===== src/rtl/ascii_load_scheduler.sv =====
// ascii_load_scheduler
//   Feeds "Load Ascii" file downloads from the hps_io ioctl stream into the
//   ACIA receive path at a pace the UK101/OSI monitor and BASIC can keep up
//   with. Bytes are filtered (line-ending normalisation, optional upper-case
//   folding), buffered in a small FIFO, then presented one at a time with an
//   idle gap after each accepted character and a longer gap after CR.
//
// Ports
//   clk_sys        in   system clock
//   reset          in   asynchronous, active-high
//   load_from      in   0 = file download feeds the ACIA, 1 = UART feeds it
//   ioctl_download in   download in progress
//   ioctl_wr       in   one-cycle byte strobe
//   ioctl_dout     in   download byte
//   ioctl_wait     out  backpressure to hps_io (fill >= FIFO_DEPTH-2)
//   rx_data        out  byte to ACIA receive register
//   rx_valid       out  rx_data valid
//   rx_ready       in   ACIA accepts the byte
//   file_active    out  1 while this block owns the ACIA RX path
//   busy           out  FIFO non-empty or sequencer not idle
//   overflow       out  sticky: byte written while FIFO full
module ascii_load_scheduler #(
  parameter int unsigned FIFO_DEPTH    = 16,
  parameter int unsigned GAP_CYCLES    = 48000,
  parameter int unsigned CR_GAP_CYCLES = 4800000,
  parameter bit          UPPERCASE     = 1'b1
) (
  input  logic       clk_sys,
  input  logic       reset,
  input  logic       load_from,
  input  logic       ioctl_download,
  input  logic       ioctl_wr,
  input  logic [7:0] ioctl_dout,
  output logic       ioctl_wait,
  output logic [7:0] rx_data,
  output logic       rx_valid,
  input  logic       rx_ready,
  output logic       file_active,
  output logic       busy,
  output logic       overflow
);

  localparam int unsigned AW = $clog2(FIFO_DEPTH);
  localparam int unsigned CW = AW + 1;
  localparam logic [CW-1:0] FULL_LVL = CW'(FIFO_DEPTH);
  localparam logic [CW-1:0] WAIT_LVL = CW'(FIFO_DEPTH - 2);
  localparam logic [22:0]   GAP_LOAD = 23'(GAP_CYCLES - 1);
  localparam logic [22:0]   CR_LOAD  = 23'(CR_GAP_CYCLES - 1);
  localparam logic [7:0]    CR       = 8'h0D;
  localparam logic [7:0]    LF       = 8'h0A;

  typedef enum logic [1:0] {IDLE, PRESENT, GAP} state_t;

  logic [7:0]    mem [FIFO_DEPTH];
  logic [AW-1:0] wr_ptr, rd_ptr;
  logic [CW-1:0] fill, fill_nxt;
  logic          dl_q, dl_rise, prev_cr;
  logic          flush, wr_en, keep, full, push, pop;
  logic [7:0]    push_byte;

  state_t        state, state_nxt;
  logic [22:0]   cnt, cnt_nxt;
  logic [7:0]    data_nxt;
  logic          valid_nxt;

  // A new download, or the UART taking over the RX path, discards
  // everything queued and returns the sequencer to idle.
  assign dl_rise = ioctl_download & ~dl_q;
  assign flush   = dl_rise | load_from;
  assign wr_en   = ioctl_wr & ~load_from;
  assign full    = (fill == FULL_LVL);
  assign push    = wr_en & keep & ~full & ~flush;
  assign busy    = (fill != '0) | (state != IDLE);

  // Line-ending normalisation: LF directly after CR vanishes, a lone LF
  // becomes CR. Lower-case letters are folded when UPPERCASE is set.
  always_comb begin
    keep      = 1'b1;
    push_byte = ioctl_dout;
    if (ioctl_dout == LF) begin
      keep      = ~prev_cr;
      push_byte = CR;
    end else if (UPPERCASE && ioctl_dout >= 8'h61 && ioctl_dout <= 8'h7A) begin
      push_byte = ioctl_dout - 8'h20;
    end
  end

  assign fill_nxt = flush ? '0 : fill + CW'(push) - CW'(pop);

  always_ff @(posedge clk_sys) begin
    if (push) mem[wr_ptr] <= push_byte;
  end

  always_ff @(posedge clk_sys or posedge reset) begin
    if (reset) begin
      wr_ptr      <= '0;
      rd_ptr      <= '0;
      fill        <= '0;
      dl_q        <= 1'b0;
      prev_cr     <= 1'b0;
      overflow    <= 1'b0;
      ioctl_wait  <= 1'b0;
      file_active <= 1'b0;
    end else begin
      dl_q        <= ioctl_download;
      fill        <= fill_nxt;
      // Driven from the next fill so the strobe already in flight when
      // hps_io sees the wait still has a free slot.
      ioctl_wait  <= ~load_from & (fill_nxt >= WAIT_LVL);
      file_active <= ~load_from & (ioctl_download | busy);
      if (flush) begin
        wr_ptr  <= '0;
        rd_ptr  <= '0;
        prev_cr <= 1'b0;
        if (dl_rise) overflow <= 1'b0;
      end else begin
        if (push) wr_ptr <= wr_ptr + 1'b1;
        if (pop)  rd_ptr <= rd_ptr + 1'b1;
        if (wr_en) prev_cr <= (ioctl_dout == CR);
        if (wr_en & keep & full) overflow <= 1'b1;
      end
    end
  end

  always_ff @(posedge clk_sys or posedge reset) begin
    if (reset) begin
      state    <= IDLE;
      cnt      <= '0;
      rx_data  <= '0;
      rx_valid <= 1'b0;
    end else begin
      state    <= state_nxt;
      cnt      <= cnt_nxt;
      rx_data  <= data_nxt;
      rx_valid <= valid_nxt;
    end
  end

  always_comb begin
    state_nxt = state;
    cnt_nxt   = cnt;
    data_nxt  = rx_data;
    valid_nxt = rx_valid;
    pop       = 1'b0;
    if (flush) begin
      state_nxt = IDLE;
      cnt_nxt   = '0;
      valid_nxt = 1'b0;
    end else begin
      unique case (state)
        IDLE: begin
          if (fill != '0) begin
            pop       = 1'b1;
            data_nxt  = mem[rd_ptr];
            valid_nxt = 1'b1;
            state_nxt = PRESENT;
          end
        end
        PRESENT: begin
          if (rx_ready) begin
            valid_nxt = 1'b0;
            cnt_nxt   = (rx_data == CR) ? CR_LOAD : GAP_LOAD;
            state_nxt = GAP;
          end
        end
        GAP: begin
          if (cnt == '0) state_nxt = IDLE;
          else           cnt_nxt   = cnt - 1'b1;
        end
        default: state_nxt = IDLE;
      endcase
    end
  end

endmodule

===== config.mk =====
export PLATFORM = sky130hd
export DESIGN_NAME = ascii_load_scheduler
export DESIGN_NICKNAME = d
export VERILOG_FILES = /design/src/rtl/ascii_load_scheduler.sv
export SDC_FILE = /design/constraint.sdc
export NUM_CORES = 1
export LEC_CHECK = 0
export CORE_AREA = 5 5 185 187
export CTS_CLUSTER_DIAMETER = 150
export DETAILED_ROUTE_END_ITERATION = 12
export DIE_AREA = 0 0 190 192
export PLACE_DENSITY_LB_ADDON = 0.25
export SYNTH_ARGS = -nofsm -noshare
export SYNTH_HDL_FRONTEND = slang
export SYNTH_SLANG_ARGS = --single-unit

===== constraint.sdc =====
create_clock -name clk_sys -period 4 [get_ports clk_sys]
set_input_delay 0.4 -clock clk_sys [delete_from_list [all_inputs] [get_ports clk_sys]]
set_output_delay 0.4 -clock clk_sys [all_outputs]
set_load 0.02 [all_outputs]

==> metrics.md, run 1 <==
| Metric | Value |
|---|---|
| CP startpoint | ioctl_dout[5] |
| Number of cells on the critical path | 16 |
| Drt first pass iters | 4 |
| I/O Pins | 27 |
| CP Class | input pin to flip-flop |
| Setup TNS | 0 ns |
| Main synth FF type | edfxtp_1 |
| Post-synthesis average cell area | 15.5 um^2 |
| First-pass GRT wire length | 28,500 um |
| Worst-skew pair later-pin latency | 0.43 ns |
| N_diodes | 0 |
| Total wire length | 18,200 um |
| Critical Path Sink Type | flip-flop |
| RSZ-0062 raised after global routing | no |
| Drt first-iter violations | 505 |
| GR peak layer | met2 |
| Max incr delay on CP | 0.56 ns |
| Drt drc | 0 |
| GRT Total Usage | 10.2% |
| Synth cell types | 62 |
| Post-route ant nets | 0 |
| Gpl congestion | 0.747 |
| Worst Setup EP | ioctl_wait |
| Clock Skew | 0.0124 ns |
| R2R Path End | ioctl_wait |
| WP buf/inv | 5 |
| Worst min-delay path class | input pin to asynchronous set/reset pin |
| CP Cell Sequence | clkdlybuf4s50_1 -> nor4b_1 -> nand4_1 -> nand4bb_1 -> nor2_1 -> inv_1 -> ha_1 -> inv_1 -> ha_1 -> inv_1 -> fa_1 -> inv_1 -> a21oi_1 -> o21bai_1 -> xnor2_1 -> o2bb2ai_1 |
| Global routing usage on met3 | 2.40% |
| CTS max path bufs | 2 |
| Final non-filler cell total | 1,004 |
| Initial Utilization | 24.6% |
| Dpl hpwl | 12,600 um |
| Worst EP required | 4.31 ns |
| CTS root buf | clkbuf_16 |
| Leakage | 3.28 nW |
| Final period util | 80.8% |
| Nets | 577 |
| Max-capacitance violation count | 0 |
| Most frequent cell on the critical path | inv_1 |
| Gr ovfl total | 0 |
| Async S/R FF share, synth | 28.9% |
| CP arrival | 3.54 ns |
| Routed length per placed instance | 18.2 um |
| Die Area | 0.0365 mm^2 |
| Pin count of the biggest net entering global routing | 36 |
| Cts hold-fix bufs | 0 |
| Mapped Cells | 511 |
| # port buffers | 26 |
| P&R area growth vs syn | 18.4% |
| R2R depth | 16 |
| Relative max-transition margin | 27.9% |
| Slew @ Worst Pin | 1.08 ns |
| Worst-path clk slew | 0.08 ns |
| R2R Setup Slk | 0.83 ns |
| # resized after CTS | 0 |
| Die width | 190 um |
| GR Util met1 | 13.2% |
| Core area | 0.0323 mm^2 |
| Status | finished clean |
| Total CTS buffers | 17 |
| Startpoint Class | input pin |
| Post-synth EDFFs | 128 |
| PwrDens | 558 mW/mm^2 |
| Worst path slowest cell | nor4b_1 |
| Hold Slack | 0.364 ns |
| Row count | 66 |
| Critical path peak fanout | 8 |
| Setup Viol. Count Final | 0 |
| Post-Syn Nets | 539 |
| Post-CTS Setup Bufs | 0 |
| Clk sinks | 180 |
| Slew Limit Fails | 0 |
| Vias in the first global route | 4,738 |
| Via Count | 4,617 |
| Share of cells above drive strength 1 | 20.6% |
| Synthesized flop and latch total | 180 |
| Post-Place Cells | 972 |
| Cell Area, Synth | 0.00793 mm^2 |
| Worst VDD drop | 0.289 mV |
| Final Hold Violating Endpoints | 0 |
| Die outline height | 192 um |
| Fillers | 3,193 |
| CTS tree | yes |
| Worst r2r src | fill[3] |
| Synth Warn # | 0 |
| Initial antenna violation count | 0 |
| H-tree depth | 4 |
| Highest clock rate | 309 MHz |
| Vias per cell | 4.60 |
| GR Util met2 | 17.7% |
| Tmin final | 3.23 ns |
| Critical path's top delay family | simple AND/OR/NAND/NOR gates |
| Sequential share of the synthesized area | 64.9% |
## layer usage
metal  vias to the layer above  wire [um]
met5                         -          0
met4                         0        142
met2                        85       9250
met3                        11        655
met1                      2420       8190
li1                       2101          -
## worst min path at each step
stage	endpoint	slack (ns)	depth (start not counted)
6_report	rx_data[0]	0.36	2
5_1_grt	rx_data[3]	0.43	2
4_1_cts	rx_data[1]	0.38	2
3_5_place_dp	cnt[14]	0.48	1
3_3_place_gp	cnt[14]	0.47	1
2_1_floorplan	dl_q	0.43	0
## where the power goes
group          internal (mW)  total (mW)  switching (mW)
Clock                  0.901        1.71           0.804
Combinational          0.634        1.24           0.608
Sequential              2.12        2.29           0.171
## layout by cell type (no fill, tap or decap), types with 7 or more instances in the layout
cell type,synthesis,layout
nor3_1,11,11
clkbuf_16,0,17
a21oi_1,17,17
buf_4,0,15
mux4_2,40,40
edfxtp_1,128,128
and3_1,18,18
mux2_2,8,8
nor2_1,28,28
inv_1,24,23
o21ai_0,12,12
ha_1,13,13
nor2b_1,7,7
clkdlybuf4s50_1,0,26
dfrtp_1,52,51
a31oi_1,16,16
nand2_1,13,13
## synthesized netlist by cell type, types with 3 or more instances
library cell / count / area, um^2
mux2_2: 8 / 90.1
a211o_1: 3 / 26.3
nand2_1: 13 / 48.8
o21ai_0: 12 / 60.1
nor2_1: 28 / 105
nor3_1: 11 / 55.1
and3_1: 18 / 113
a21oi_1: 17 / 85.1
nor4_1: 3 / 18.8
inv_1: 24 / 90.1
ha_1: 13 / 163
or3_1: 6 / 37.5
nor2b_1: 7 / 43.8
nand2b_1: 4 / 25.0
or4_1: 4 / 30.0
nand4_1: 3 / 18.8
or2_2: 4 / 25.0
a311oi_1: 6 / 52.6
mux4_2: 40 / 901
buf_1: 6 / 22.5
clkbuf_1: 16 / 60.1
o31ai_1: 3 / 22.5
nor4b_1: 3 / 26.3
dfrtp_1: 52 / 1300
xor2_1: 3 / 26.3
a21o_1: 6 / 45.0
edfxtp_1: 128 / 3840
xnor2_1: 5 / 43.8
a31oi_1: 16 / 100
nand3_1: 6 / 30.0
## flip-flops by register name, summed over array words and instances, names as in the netlist
register / flops
fill: 5
cnt: 23
state: 2
rd_ptr: 4
overflow: 1
wr_ptr: 4
prev_cr: 1
dl_q: 1
rx_valid: 1
file_active: 1
rx_data: 8
ioctl_wait: 1
mem: 128
## metrics by stage
| stage | cell area (um^2) | setup slack, ns | utilization, % | power [mW] |
|---|---|---|---|---|
| after floorplan | 7930 | 0.862 | - | 3.13 |
| after global placement | 8780 | 0.485 | 27.2 | 3.56 |
| after detailed placement | 8780 | 0.332 | 27.2 | 3.59 |
| after CTS | 9390 | 0.790 | 29.1 | 5.30 |
| after global routing | 9390 | 0.524 | 29.1 | 5.51 |
| final | 9390 | 0.767 | 29.1 | 5.24 |
## logic make-up after synthesis
| family | after synthesis | share of synthesized area, % |
|---|---|---|
| multiplexers | 52 | 13.1 |
| XOR/XNOR | 8 | 0.884 |
| adder cells (fa/ha/maj) | 14 | 2.30 |
| flip-flops | 180 | 64.9 |
| buffers and inverters | 47 | 2.32 |
| AND/OR/NAND/NOR | 126 | 9.12 |
| AO/OA/AOI/OAI | 84 | 7.37 |
## final cells by class
type	instances	area [um^2]	area share (%)
clock buffer	17	425	4.53
clock inverter	15	183	1.95
inverter	24	90.1	0.959
multi-input combinational	284	2600	27.7
sequential	180	5150	54.8
tap	442	553	5.89
timing repair buffer	42	393	4.18
Note: power is estimated with default switching activity, not from simulation.
==> inputs of run 2 (changes only) <==
Clock period 4 ns to 2.9 ns, I/O delays scaled along.
==> run 2 against run 1 <==
  * First-iteration DRC count fell by 36%
  * Critical path depth stayed put
  * Clock-buffer cell count unchanged
  * Sequential power is 34% higher
  * Utilization is 0.69 points higher
  * Clock power rose by 37%
  * Sequential share of layout area is 1.3 points lower
  * Non-clock buffer count up 19
  * Critical path type is now flip-flop to flip-flop
  * Total power increased by 39%
  * Highest routed layer unchanged
  * Register-to-register slack got worse by 0.65 ns
  * Via count decreased by 0.35%
==> metrics.md, run 2 (synthesized netlist as in run 1, its figures left out) <==
| Metric | Value |
|---|---|
| Initial Utilization | 24.6% (unchanged) |
| Drt first pass iters | 6 (was 4) |
| First-pass GRT wire length | 28,300 um (was 28,500 um) |
| Multi-input gate area | 0.00267 mm^2 (was 0.00260 mm^2) |
| Biggest regs | mem (128), cnt (23), rx_data (8) (unchanged) |
| CTS root buf | clkbuf_16 (unchanged) |
| Final Cell Area | 0.00961 mm^2 (was 0.00939 mm^2) |
| Dpl hpwl | 12,600 um (about the same) |
| GRT Total Usage | 10.0% (was 10.2%) |
| Most frequent cell on the critical path | inv_1 (unchanged) |
| Core area | 0.0323 mm^2 (unchanged) |
| CTS max path bufs | 2 (unchanged) |
| Max incr delay on CP | 0.39 ns (was 0.56 ns) |
| Final period util | 93.8% |
| Drt first-iter violations | 325 (was 505) |
| Worst-path clk slew | 0.08 ns (about the same) |
| Total CTS buffers | 17 (unchanged) |
| Register area | 0.00515 mm^2 (unchanged) |
| WP buf/inv | 5 (unchanged) |
| Critical Path Sink Type | flip-flop (unchanged) |
| Critical path peak fanout | 2 (was 8) |
| CP Class | flip-flop to flip-flop (was input pin to flip-flop) |
| Nets | 596 (was 577) |
| Slew Limit Fails | 0 (unchanged) |
| Total wire length | 18,100 um (was 18,200 um) |
| Max reg flops | 128 (unchanged) |
| Highest-count cells in the layout ignoring fill and taps | 128 x edfxtp_1, 51 x dfrtp_1, 40 x mux4_2 (unchanged) |
| Critical path's top delay family | adder cells (was simple AND/OR/NAND/NOR gates) |
| Pin count of the biggest net entering global routing | 36 (unchanged) |
| Status | finished clean (unchanged) |
| Worst-skew pair later-pin latency | 0.44 ns (was 0.43 ns) |
| Most common cell after layout, fill and taps aside | edfxtp_1 (unchanged) |
| Clock Skew | 0.0156 ns (was 0.0124 ns) |
| Die outline height | 192 um (unchanged) |
| Clk sinks | 180 (unchanged) |
| Max-capacitance violation count | 0 (unchanged) |
| Highest clock rate | 368 MHz |
| Top reg by flops | mem (unchanged) |
| N_diodes | 0 (unchanged) |
| Vias in the first global route | 4,892 (was 4,738) |
| P&R area growth vs syn | 21.2% (was 18.4%) |
| Leakage | 3.39 nW (was 3.28 nW) |
| Via Count | 4,601 (was 4,617) |
| Row count | 66 (unchanged) |
| # port buffers | 26 (unchanged) |
| Startpoint Class | flip-flop (was input pin) |
| Worst path slowest cell | dfrtp_1 (was nor4b_1) |
| Routed length per placed instance | 17.7 um (was 18.2 um) |
| Worst VDD drop | 0.430 mV (was 0.289 mV) |
| Gpl congestion | 0.782 (was 0.747) |
| Cts hold-fix bufs | 0 (unchanged) |
| Initial antenna violation count | 0 (unchanged) |
| Slew @ Worst Pin | 0.614 ns (was 1.08 ns) |
| PwrDens | 759 mW/mm^2 (was 558 mW/mm^2) |
| CTS tree | yes (unchanged) |
| CP Cell Sequence | inv_2 -> ha_2 -> nor4bb_4 -> nand4bb_4 -> nor2_4 -> inv_1 -> ha_1 -> inv_1 -> ha_2 -> inv_1 -> fa_2 -> inv_1 -> a21oi_1 -> o21bai_1 -> xnor2_1 -> o2bb2ai_1 (was clkdlybuf4s50_1 -> nor4b_1 -> nand4_1 -> nand4bb_1 -> nor2_1 -> inv_1 -> ha_1 -> inv_1 -> ha_1 -> inv_1 -> fa_1 -> inv_1 -> a21oi_1 -> o21bai_1 -> xnor2_1 -> o2bb2ai_1) |
| Post-route ant nets | 0 (unchanged) |
| Fillers | 3,197 (was 3,193) |
| Vias per cell | 4.50 (was 4.60) |
| Post-DP Area | 0.00894 mm^2 (was 0.00878 mm^2) |
| Worst Slack Setup Final | 0.181 ns (was 0.767 ns) |
| Gr ovfl total | 0 (unchanged) |
| Share of cells above drive strength 1 | 25.1% (was 20.6%) |
| Final Hold Violating Endpoints | 0 (unchanged) |
| Setup Viol. Count Final | 0 (unchanged) |
| Die width | 190 um (unchanged) |
| H-tree depth | 4 (unchanged) |
| Die Area | 0.0365 mm^2 (unchanged) |
| Place WS | -0.274 ns (was 0.332 ns) |
| Worst min-delay path class | input pin to asynchronous set/reset pin (unchanged) |
| Tmin final | 2.72 ns |
| I/O Pins | 27 (unchanged) |
| CP arrival | 3.02 ns (was 3.54 ns) |
| Relative max-transition margin | 58.7% (was 27.9%) |
| Setup TNS | 0 ns (unchanged) |
| Worst EP required | 3.20 ns (was 4.31 ns) |
| Drt drc | 0 (unchanged) |
-- run 2: cell count changes in the layout (fill, tap and decap cells not counted), moves of 2 or more --
cell     delta
buf_4      +19
ha_1        -2
ha_2        +2
inv_1       -2
inv_12      +2
inv_2       +2
inv_6       -2
nor4b_1     -2
-- run 2: worst register-to-register path: cells and delay by family (launching register included) --
family / cells / cell delay, ns
adders and majority gates: 4 / 0.97
AOI/OAI and AO/OA: 3 / 0.31
DFF: 1 / 0.39
buffers and inverters: 5 / 0.28
and+or+nand+nor: 3 / 0.51
xor gates and xnor gates: 1 / 0.15
-- run 2: worst paths after layout --
check / startpoint / endpoint / slack (ns) / cells after the start
max reg2reg: fill[3] / ioctl_wait / 0.18 / 16
max: fill[3] / ioctl_wait / 0.18 / 16
max in group asynchronous: reset / wr_ptr[1] / 2.02 / 3
min in group clk_sys: ioctl_download / dl_q / 0.35 / 1
min reg2reg: cnt[14] / cnt[14] / 0.50 / 1
min: reset / cnt[5] / 0.24 / 2
-- run 2: area by class of cell --
class,instances,area share (%)
Timing Repair Buffer,61,5.57
Tap cell,442,5.75
Multi-Input combinational cell,284,27.8
Inverter,24,0.937
Clock buffer,17,4.42
Clock inverter,15,1.98
Sequential cell,180,53.5
-- run 2: metrics by stage --
stage / hold slack, ns / cells / util [%] / power (mW)
6_report: 0.238 / 1023 / 29.8 / 7.30
5_1_grt: 0.290 / 1023 / 29.8 / 7.67
4_1_cts: 0.243 / 1023 / 29.6 / 7.35
3_5_place_dp: 0.484 / 991 / 27.7 / 4.99
3_3_place_gp: 0.472 / 991 / 27.7 / 4.97
2_1_floorplan: 0.321 / 511 / - / 4.33
-- run 2: layer usage --
layer  wire [um]  global-route usage [%]  up-vias
li1            -                       -     2134
met1        7920                    12.9     2364
met2        9370                    17.3       86
met3         554                    1.93       17
met4         208                    2.95        0
met5           0                       0        -
-- run 2: power by group --
group          leakage, nW  internal, mW  total [mW]  switching, mW
sequential            1.83          2.92        3.08          0.157
combinational         1.26         0.937        1.87          0.929
clock                0.297          1.19        2.35           1.16
-- run 2: timing repair --
| action | CTS | global route |
|---|---|---|
| buffers inserted | 0 | 1 |
| resized for setup | 0 | 11 |
| endpoints found under the setup margin | 0 | 2 |
==> inputs of run 3 (changes only) <==
Settings changed: CORE_AREA 5 5 185 187 to 4 4 127 129, DIE_AREA 0 0 190 192 to 0 0 131 133.
==> run 3 against run 2 <==
  * Global-route usage up 9.8 points
  * Sequential power is 1% higher
  * Sequential share of layout area is 1.9 points higher
  * Design area fell by 3.5%
  * Maximum frequency shrank 1.3%
  * Worst hold slack lost 0.10 ns
  * Critical path depth is the same
  * Combinational power is essentially flat
  * Critical path type unchanged
  * Critical endpoint unchanged
  * Largest cell class unchanged
==> metrics.md, run 3 (synthesized netlist as in run 1, its figures left out) <==
| Metric | Value |
|---|---|
| Status | finished clean (unchanged) |
| Worst r2r src | fill[2] (was fill[3]) |
| Final Hold Violating Endpoints | 0 (unchanged) |
| CTS max path bufs | 2 (unchanged) |
| Vias per cell | 6.11 (was 4.50) |
| R2R Path End | ioctl_wait (unchanged) |
| Drt drc | 0 (unchanged) |
| CTS tree | yes (unchanged) |
| Worst EP required | 3.20 ns (about the same) |
| Dpl hpwl | 11,200 um (was 12,600 um) |
| Final period util | 95.0% (was 93.8%) |
| Critical Path Sink Type | flip-flop (unchanged) |
| Top reg by flops | mem (unchanged) |
| R2R depth | 16 (unchanged) |
| Vias in the first global route | 4,717 (was 4,892) |
| Worst-path clk slew | 0.07 ns (was 0.08 ns) |
| Biggest regs | mem (128), cnt (23), rx_data (8) (unchanged) |
| Nets | 597 (was 596) |
| Slew @ Worst Pin | 1.07 ns (was 0.614 ns) |
| GRT Total Usage | 19.9% (was 10.0%) |
| I/O Pins | 27 (unchanged) |
| Max reg flops | 128 (unchanged) |
| Initial antenna violation count | 0 (unchanged) |
| CP Class | flip-flop to flip-flop (unchanged) |
| Routed length per placed instance | 21.1 um (was 17.7 um) |
| Gpl congestion | 0.871 (was 0.782) |
| CP arrival | 3.05 ns (was 3.02 ns) |
| Cts hold-fix bufs | 0 (unchanged) |
| Initial Utilization | 52.8% (was 24.6%) |
| Die width | 131 um (was 190 um) |
| Hold Slack | 0.134 ns (was 0.238 ns) |
| Highest clock rate | 363 MHz (was 368 MHz) |
| P&R area growth vs syn | 17.0% (was 21.2%) |
| N_diodes | 0 (unchanged) |
| Critical path peak fanout | 2 (unchanged) |
| Drt first pass iters | 5 (was 6) |
| Gr ovfl total | 0 (unchanged) |
| Share of cells above drive strength 1 | 24.3% (was 25.1%) |
| CTS root buf | clkbuf_16 (unchanged) |
| Setup Viol. Count Final | 0 (unchanged) |
| H-tree depth | 4 (unchanged) |
| Slew Limit Fails | 0 (unchanged) |
| Core area | 0.0150 mm^2 (was 0.0323 mm^2) |
| R2R Setup Slk | 0.14 ns (was 0.18 ns) |
| PwrDens | 786 mW/mm^2 (was 759 mW/mm^2) |
| Pin count of the biggest net entering global routing | 36 (unchanged) |
| Row count | 45 (was 66) |
| Die Area | 0.0174 mm^2 (was 0.0365 mm^2) |
| Relative max-transition margin | 28.4% (was 58.7%) |
| # port buffers | 26 (unchanged) |
| Worst min-delay path class | input pin to asynchronous set/reset pin (unchanged) |
| Total wire length | 16,200 um (was 18,100 um) |
| Drt first-iter violations | 457 (was 325) |
| Tmin final | 2.76 ns (was 2.72 ns) |
| Most common cell after layout, fill and taps aside | edfxtp_1 (unchanged) |
| Startpoint Class | flip-flop (unchanged) |
| Clock Skew | 0.00864 ns (was 0.0156 ns) |
| Leakage | 3.39 nW (about the same) |
| Worst-skew pair later-pin latency | 0.43 ns (was 0.44 ns) |
| Highest-count cells in the layout ignoring fill and taps | 128 x edfxtp_1, 51 x dfrtp_1, 40 x mux4_2 (unchanged) |
| Clk sinks | 180 (unchanged) |
| Max-capacitance violation count | 0 (unchanged) |
| Total CTS buffers | 17 (unchanged) |
| Via Count | 4,701 (was 4,601) |
| Die outline height | 133 um (was 192 um) |
| First-pass GRT wire length | 25,900 um (was 28,300 um) |
| Post-route ant nets | 0 (unchanged) |
| Worst VDD drop | 0.523 mV (was 0.430 mV) |
| Final Power | 7.30 mW (about the same) |
## run 3: through the flow
step                      std cells  util, %  cell area [um^2]  setup TNS [ns]  setup slack [ns]
after floorplan                 511        -              7950               0            0.0114
after global placement          736     57.4              8630          -0.486            -0.223
after detailed placement        736     57.4              8630          -0.695            -0.297
after CTS                       767     61.4              9230               0            0.0636
after global routing            769     61.7              9280         -0.0213           -0.0158
final                           769     61.7              9280               0             0.144
## run 3: where the power goes
part	total, mW	switching [mW]	internal (mW)
sequential	3.12	0.200	2.92
combinational	1.84	0.866	0.971
clock	2.34	0.969	1.37
total	7.30	2.03	5.26
## run 3: routing by layer
layer	wire length (um)	vias up	track usage, %
li1	-	2132	-
met1	6850	2384	27.6
met2	8100	165	30.9
met3	1030	20	4.97
met4	250	0	6.57
met5	0	-	0
## run 3: cell type report
type                    count  area (um^2)
clock buffers              18          429
clock inverters            13          170
fillers                  1080         5750
inverters                  24         90.1
multi-input cells         284         2650
flip-flops and latches    180         5150
well taps                 188          235
repair buffers             62          556
## run 3: worst max path at each step
| stage | cells past startpoint | end | start | slack (ns) |
|---|---|---|---|---|
| final | 16 | ioctl_wait | fill[2] | 0.14 |
| after floorplan | 16 | ioctl_wait | fill[3] | 0.01 |
| after global placement | 17 | ioctl_wait | ioctl_dout[5] | -0.22 |
| after global routing | 16 | ioctl_wait | fill[2] | -0.02 |
| after CTS | 16 | ioctl_wait | fill[2] | 0.06 |
| after detailed placement | 17 | ioctl_wait | ioctl_dout[5] | -0.30 |
## run 3: worst max-delay path, stage by stage (launching register included)
cell and delay (ns):
dfrtp_1 0.35, inv_1 0.06, ha_2 0.18, nor4bb_4 0.16, nand4bb_1 0.22, nor2_2 0.15
inv_1 0.05, ha_1 0.26, inv_1 0.06, ha_2 0.17, inv_1 0.05, fa_2 0.35
inv_1 0.06, a21oi_1 0.06, o21bai_1 0.19, xnor2_1 0.16, o2bb2ai_1 0.08
## run 3: timing repair
item                                    CTS  global route
endpoints found under the setup margin    2             2
pin swaps                                 0             5
resized for setup                         1             6
setup buffers                             0             2
